==> config.mk <==
export PLATFORM = sky130hd
export DESIGN_NAME = approx_prod_accum
export DESIGN_NICKNAME = d
export VERILOG_FILES = /design/src/rtl/approx_prod_accum.sv
export SDC_FILE = /design/constraint.sdc
export NUM_CORES = 1
export LEC_CHECK = 0
export CAP_MARGIN = 20
export CORE_MARGIN = 2
export CORE_UTILIZATION = 55
export CTS_CLUSTER_SIZE = 30
export DETAILED_ROUTE_END_ITERATION = 8
export GPL_TIMING_DRIVEN = 0
export HOLD_SLACK_MARGIN = 0.03
export PLACE_DENSITY = 0.81
export SETUP_SLACK_MARGIN = 0.1
export SKIP_LAST_GASP = 1
export SLEW_MARGIN = 20
export SYNTH_ARGS = -nofsm -noshare
export SYNTH_HDL_FRONTEND = slang
export SYNTH_SLANG_ARGS = --single-unit
==> constraint.sdc <==
create_clock -name clk -period 3.5 [get_ports clk]
set_input_delay 0.525 -clock clk [delete_from_list [all_inputs] [get_ports clk]]
set_output_delay 0.525 -clock clk [all_outputs]
set_load 0.01 [all_outputs]
==> src/rtl/approx_prod_accum.sv <==
// Streaming frame accumulator for 16-bit approximate-multiplier products.
// Define APPROX_ACC_SATURATE_EN to clamp the running sum at all-ones instead of wrapping.
module approx_prod_accum #(
    parameter int ACC_W = 24,
    parameter int LEN_W = 8
) (
    input  logic             clk,
    input  logic             rst,
    input  logic             in_valid,
    output logic             in_ready,
    input  logic [15:0]      in_prod,
    input  logic             in_last,
    output logic             out_valid,
    input  logic             out_ready,
    output logic [ACC_W-1:0] out_sum,
    output logic [LEN_W-1:0] out_count,
    output logic             out_ovf
);

    typedef enum logic {
        ST_ACC,
        ST_HOLD
    } state_t;

    state_t             state_q, state_d;
    logic [ACC_W-1:0]   acc_q, acc_d;
    logic [LEN_W-1:0]   cnt_q, cnt_d;
    logic               ovf_q, ovf_d;
    logic               out_valid_q, out_valid_d;
    logic [ACC_W-1:0]   out_sum_q, out_sum_d;
    logic [LEN_W-1:0]   out_count_q, out_count_d;
    logic               out_ovf_q, out_ovf_d;

    logic               accept;
    logic [ACC_W:0]     sum_ext;
    logic               carry;
    logic [ACC_W-1:0]   acc_res;
    logic [LEN_W-1:0]   cnt_inc;
    logic               ovf_inc;
    logic               frame_end;

    assign in_ready = (state_q == ST_ACC);
    assign accept   = in_valid && in_ready;

    assign sum_ext  = {1'b0, acc_q} + {{(ACC_W - 15){1'b0}}, in_prod};
    assign carry    = sum_ext[ACC_W];
    assign ovf_inc  = ovf_q | carry;
    assign cnt_inc  = cnt_q + 1'b1;

`ifdef APPROX_ACC_SATURATE_EN
    // Once clamped, any further nonzero term carries again, so the clamp is sticky.
    assign acc_res  = carry ? {ACC_W{1'b1}} : sum_ext[ACC_W-1:0];
`else
    assign acc_res  = sum_ext[ACC_W-1:0];
`endif

    // A frame is forced closed when the counter would reach its all-ones limit.
    assign frame_end = in_last || (cnt_inc == {LEN_W{1'b1}});

    always_comb begin
        state_d     = state_q;
        acc_d       = acc_q;
        cnt_d       = cnt_q;
        ovf_d       = ovf_q;
        out_valid_d = out_valid_q;
        out_sum_d   = out_sum_q;
        out_count_d = out_count_q;
        out_ovf_d   = out_ovf_q;
        case (state_q)
            ST_ACC: begin
                if (accept) begin
                    if (frame_end) begin
                        out_sum_d   = acc_res;
                        out_count_d = cnt_inc;
                        out_ovf_d   = ovf_inc;
                        out_valid_d = 1'b1;
                        acc_d       = '0;
                        cnt_d       = '0;
                        ovf_d       = 1'b0;
                        state_d     = ST_HOLD;
                    end else begin
                        acc_d = acc_res;
                        cnt_d = cnt_inc;
                        ovf_d = ovf_inc;
                    end
                end
            end
            ST_HOLD: begin
                // Result fields are left intact after the handshake.
                if (out_valid_q && out_ready) begin
                    out_valid_d = 1'b0;
                    state_d     = ST_ACC;
                end
            end
            default: begin
                state_d = ST_ACC;
            end
        endcase
    end

    always_ff @(posedge clk or posedge rst) begin
        if (rst) begin
            state_q     <= ST_ACC;
            acc_q       <= '0;
            cnt_q       <= '0;
            ovf_q       <= 1'b0;
            out_valid_q <= 1'b0;
            out_sum_q   <= '0;
            out_count_q <= '0;
            out_ovf_q   <= 1'b0;
        end else begin
            state_q     <= state_d;
            acc_q       <= acc_d;
            cnt_q       <= cnt_d;
            ovf_q       <= ovf_d;
            out_valid_q <= out_valid_d;
            out_sum_q   <= out_sum_d;
            out_count_q <= out_count_d;
            out_ovf_q   <= out_ovf_d;
        end
    end

    assign out_valid = out_valid_q;
    assign out_sum   = out_sum_q;
    assign out_count = out_count_q;
    assign out_ovf   = out_ovf_q;

endmodule

# Yosys cells after proc, flatten, opt, wreduce, memory -nomap -nowiden
# Cells that the tools add are included.
[totals] output_inout_bits=35 elab_cells=33 in_bits=21 ff_bits=68
[classes] add_sub_neg=2 n_bitwise=2 n_reduce_logical=6 eq_ne=4 n_mux=11
[ops] op="$add A24 B16 Y25" n=1
[ops] op="$mux W24" n=1
[ops] op="$add A8 B1 Y8 const B" n=1
[ops] op="$eq A8 B8 Y1 const B" n=1
[ops] op="$mux W8" n=1
[ops] op="$mux W1" n=7
[ops] op="$ne A2 B1 Y1 const B" n=3
[ops] op="$reduce_and A3 Y1" n=2
[ops] op="$pmux W1 S2" n=2
[ops] op="$logic_and A1 B1 Y1" n=2
[ops] op="$reduce_and A2 Y1" n=1
[ops] op="$logic_or A1 B1 Y1" n=1
[ops] op="$not A1 Y1" n=1
[ops] op="$or A1 B1 Y1" n=1

# Depth between registers and ports, before layout
[logic_depth] word_depth=6 mapped_depth=10 ltp_nobuf=9

# Worst setup path after synthesis
# OpenSTA, ideal clock, no wires.
[synth_path] path_kind="in2reg" startpoint="input in_prod[0]" endpoint="register out_sum_q[12] (netlist: out_sum[12])" setup_ps=132 setup_slack_ps=1047 t_arrival_ps=2322 required_time_ps=3368 n_path_buf=0 path_stages=9 path_cell_list="ha_1 -> fa_1 -> a211oi_1 -> o21ai_0 -> a21oi_1 -> o21ai_0 -> a21oi_1 -> xor2_1 -> o21ai_0"
[synth_via] elab_chain_cells=1
[synth_rtl] element="start, declared" line_no="11" source="input logic [15:0] in_prod,"
[synth_rtl] element="$add A24 B16 Y25" line_no="45" source="assign sum_ext = {1'b0, acc_q} + {{(ACC_W - 15){1'b0}}, in_prod};"
[synth_rtl] element="end signal, assigned" line_no="117" source="out_sum_q <= out_sum_d;"
[synth_rtl] element="end, declared" line_no="30" source="logic [ACC_W-1:0] out_sum_q, out_sum_d;"
# No other way between the ends.
# A chain may end at the register's enable or synchronous reset.

# Final worst setup path
# Ends and elaborated chain as after synthesis.

==> summary.md <==
| Metric | Value |
|---|---|
| Syn Inst Count | 398 |
| Setup crit end kind | flop |
| Final Util | ~70% |
| Clk buf depth | 2 |
| RSZ-0062 raised after global routing | no |
| Simple-Gate Fraction of Synth Area | 15.0% |
| Initial antenna violation count | 0 |
| Post-CTS sizing | 0 |
| Status | complete, no violations |
| Yosys top cell area share | a little under half |
| Compound-Gate Fraction of Synth Area | between 15 and 20% |
| Peak Freq | about 340 MHz |
| Post-route setup slack | about 0.56 ns |
| Site Rows | 30 |
| Worst EP arrival | about 3.2 ns |
| Worst-path cell chain | clkdlybuf4s50_1 > ha_1 > fa_1 > a211oi_1 > o21ai_0 > a21oi_1 > o21ai_0 > a21oi_1 > xor2_1 > o21ai_0 |
| CTS tree | yes |
| DRC viols | 0 |
| TritonRoute pass-1 iters | 5 |
| Root cell of the clock tree | clkbuf_8 |
| Top post-synthesis cells by area | dfrtp_1 45%, nand2_1 6.9%, o21ai_0 6.6% |
| DIE AREA | 0.00752 mm^2 |
| Sequential Area | roughly 0.0017 mm^2 |
| Final GP Congestion | just over 0.9 |
| Max_cap viols | 0 |
| Top_reg_cell synth | dfrtp_1 |
| N_diodes | 0 |
| Synth area leader | dfrtp_1 |
| Synth Warn # | 0 |
| Adder-Cell Fraction of Synth Area | around 6.5% |
| Largest net degree at the start of global routing | 47 |
| Placed cells | 534 |
| ANT nets after route | 0 |
| Fin nets | 505 |
| Area share of xor/xnor cells in the synthesized design | roughly 6.5% |
| Critical Path RT | roughly 3.7 ns |
| Slowest cell delay on critical path | 0.43 ns |
| Leak Pwr | 2.03 nW |
| Total track usage | about a quarter |
| Post-DP Area | 0.00445 mm^2 |
| Worst vdd ir | approximately 0.00037 V |
| Multi-input logic area | roughly 0.0019 mm^2 |
| Setup violators final | 0 |
| Area Overhead vs Synth | 23.2% |
| Crit. Startpoint | in_prod[0] |
| Commonest non-fill, non-tap cells in the layout | 69 x nand2_1, 68 x dfrtp_1, 55 x clkdlybuf4s50_1, 50 x o21ai_0, 27 x a21oi_1 |
| Post-synth EDFFs | 0 |
| Worst rel slew slack | between 50% and 60% |
| Post-CTS setup buffers | 0 |
| Min Tclk post-route | around 2.9 ns |
| Initial Util | between 50% and 60% |
| Initial DRC count | around 200 |
| Post-Syn Area per Cell | approximately 9.5 um^2 |
| PnR Total Power | 3.46 mW |
| Share of post-route cells with drive strength above 1 | around a tenth |
| CP most frequent cell | o21ai_0 |
| Final instance area | around 0.0046 mm^2 |
| I/O pin count | 56 |
| Post-Layout Cell Count | 550 |
| PwrDens | 746 mW/mm^2 |
| Commonest non-fill, non-tap cell in the layout | nand2_1 |
| Least-Margin Pin Slew | just over 0.6 ns |
| Tcrit/Tclk final | approximately 84% |
| Input/output buffers | 55 |
| CP Capture Point | out_sum[12] |
| CTS Buf Count | 9 |
| Mapped Area | between 0.003 and 0.004 mm^2 |
| Vias/cell | 5.87 |
| Fin Hold WS | between 0.4 and 0.5 ns |
| R2R depth | 9 |
| Reg2reg start | acc_q[0] |
| Vias in the first global route | 3139 |
| Worst Clk Skew | 0.00935 ns |
| Seq/Total Area, Yosys | between 40% and 50% |
| Routed wire per std cell | approximately 16 um |
| First-pass GRT wire length | 14900 um |
| Crit start category | input pin |
| Largest family of logic cells by synthesized area | compound AO/OA/AOI/OAI gates |
| Async set-reset flop share out of synthesis | 100% |
| Syn nets | around 440 |
| Library cells used by synthesis | 46 |
| CTS H-tree lvls | 3 |
| Die height | approximately 87 um |
| Yosys reg bits | 68 |
| Final wirelength | 8840 um |
| CTS Sinks | 68 |
| Kind of critical path | input pin to flop |
| Clk pin slew, worst setup/hold paths | around 0.070 ns |
| Post-CTS Hold Buffers | 0 |
| Slew Limit Fails | 0 |
| Crit Path Max Fanout | 4 |
| Core Footprint | approximately 0.0067 mm^2 |
| Fill cell count | 536 |
| Die width | ~87 um |
| Hold crit path type | flop to flop |
| Setup WS pre-CTS | approximately 0.24 ns |
| Setup Total Neg Slack | 0 ns |
| Clk Latency, worst-skew pair | 0.35 ns |
| Mux cell area share after synthesis | about 3.7% |
| Slowest-stage cell, CP | fa_1 |
| Final Hold Fails | 0 |
| Detailed-route via count | around 3200 |
| FF-to-FF End | out_sum[12] |
| GRT overflow | 0 |
| FF-to-FF setup slack | around 0.8 ns |
| Hpwl dp | 6290 um |
where the power goes:
group | total, mW | internal, mW | switching, mW
sequential | 1.20 | 1.03 | 0.169
clock | 0.650 | 0.348 | 0.302
combinational | 1.62 | 0.758 | 0.858
final cells by class:
| cell class | instances | area share, % |
|---|---|---|
| tap | 80 | 2.16 |
| buffer | 17 | 2.08 |
| multi-input combinational | 303 | 41.6 |
| sequential | 68 | 36.7 |
| clock inverter | 4 | 1.05 |
| timing repair buffer | 56 | 12.5 |
| clock buffer | 12 | 3.13 |
| inverter | 10 | 0.863 |
registers in the layout, indices dropped and copies added (netlist names):
name,flops
ovf_q,1
out_valid,1
out_ovf,1
acc_q,24
state_q,1
out_sum,24
cnt_q,8
out_count,8
per-layer routing:
layer  share of wire (%)  vias up  global-route usage [%]
met4                 2.3        0                    9.52
met5                   0        -                       0
met1                  45     1536                    34.5
met2                  47      120                    40.9
li1                    -     1550                       -
met3                 5.5       21                    4.10
synth_stat cells, drive strengths merged (2+ instances only):
cell type	count
nand2	69
dfrtp	68
o21ai	51
a21oi	29
ha	18
nor2	16
xnor2	15
nand3	12
xor2	12
mux2	11
inv	10
buf	9
a22o	8
clkbuf	8
o31ai	8
a21o	6
a31oi	6
and3	5
nor3	5
nand4	4
o211ai	4
a211oi	3
or3	3
a31o	2
nand2b	2
nor2b	2
or2	2
critical path: cells and delay by family:
| family | cells | cell delay [ns] |
|---|---|---|
| fa+ha+maj | 2 | 0.66 |
| xor+xnor | 1 | 0.24 |
| compound gates | 6 | 1.31 |
| buf+inv | 1 | 0.42 |
kinds of logic after synthesis:
group / Yosys count
AND/OR/NAND/NOR: 124
AO/OA/AOI/OAI: 122
flip-flops: 68
XOR/XNOR: 27
buffers and inverters: 27
adder cells (fa/ha/maj): 19
multiplexers: 11
worst min-delay path by stage:
stage	startpoint	endpoint	slack [ns]	depth (start not counted)
3_3_place_gp	out_sum[19]	out_sum[19]	0.46	2
3_5_place_dp	out_count[0]	out_count[0]	0.47	2
5_1_grt	out_sum[18]	out_sum[18]	0.50	2
2_1_floorplan	acc_q[2]	acc_q[2]	0.45	2
4_1_cts	out_sum[18]	out_sum[18]	0.49	2
6_report	out_sum[18]	out_sum[18]	0.48	2
No activity file was read; power rests on OpenSTA's default activity.
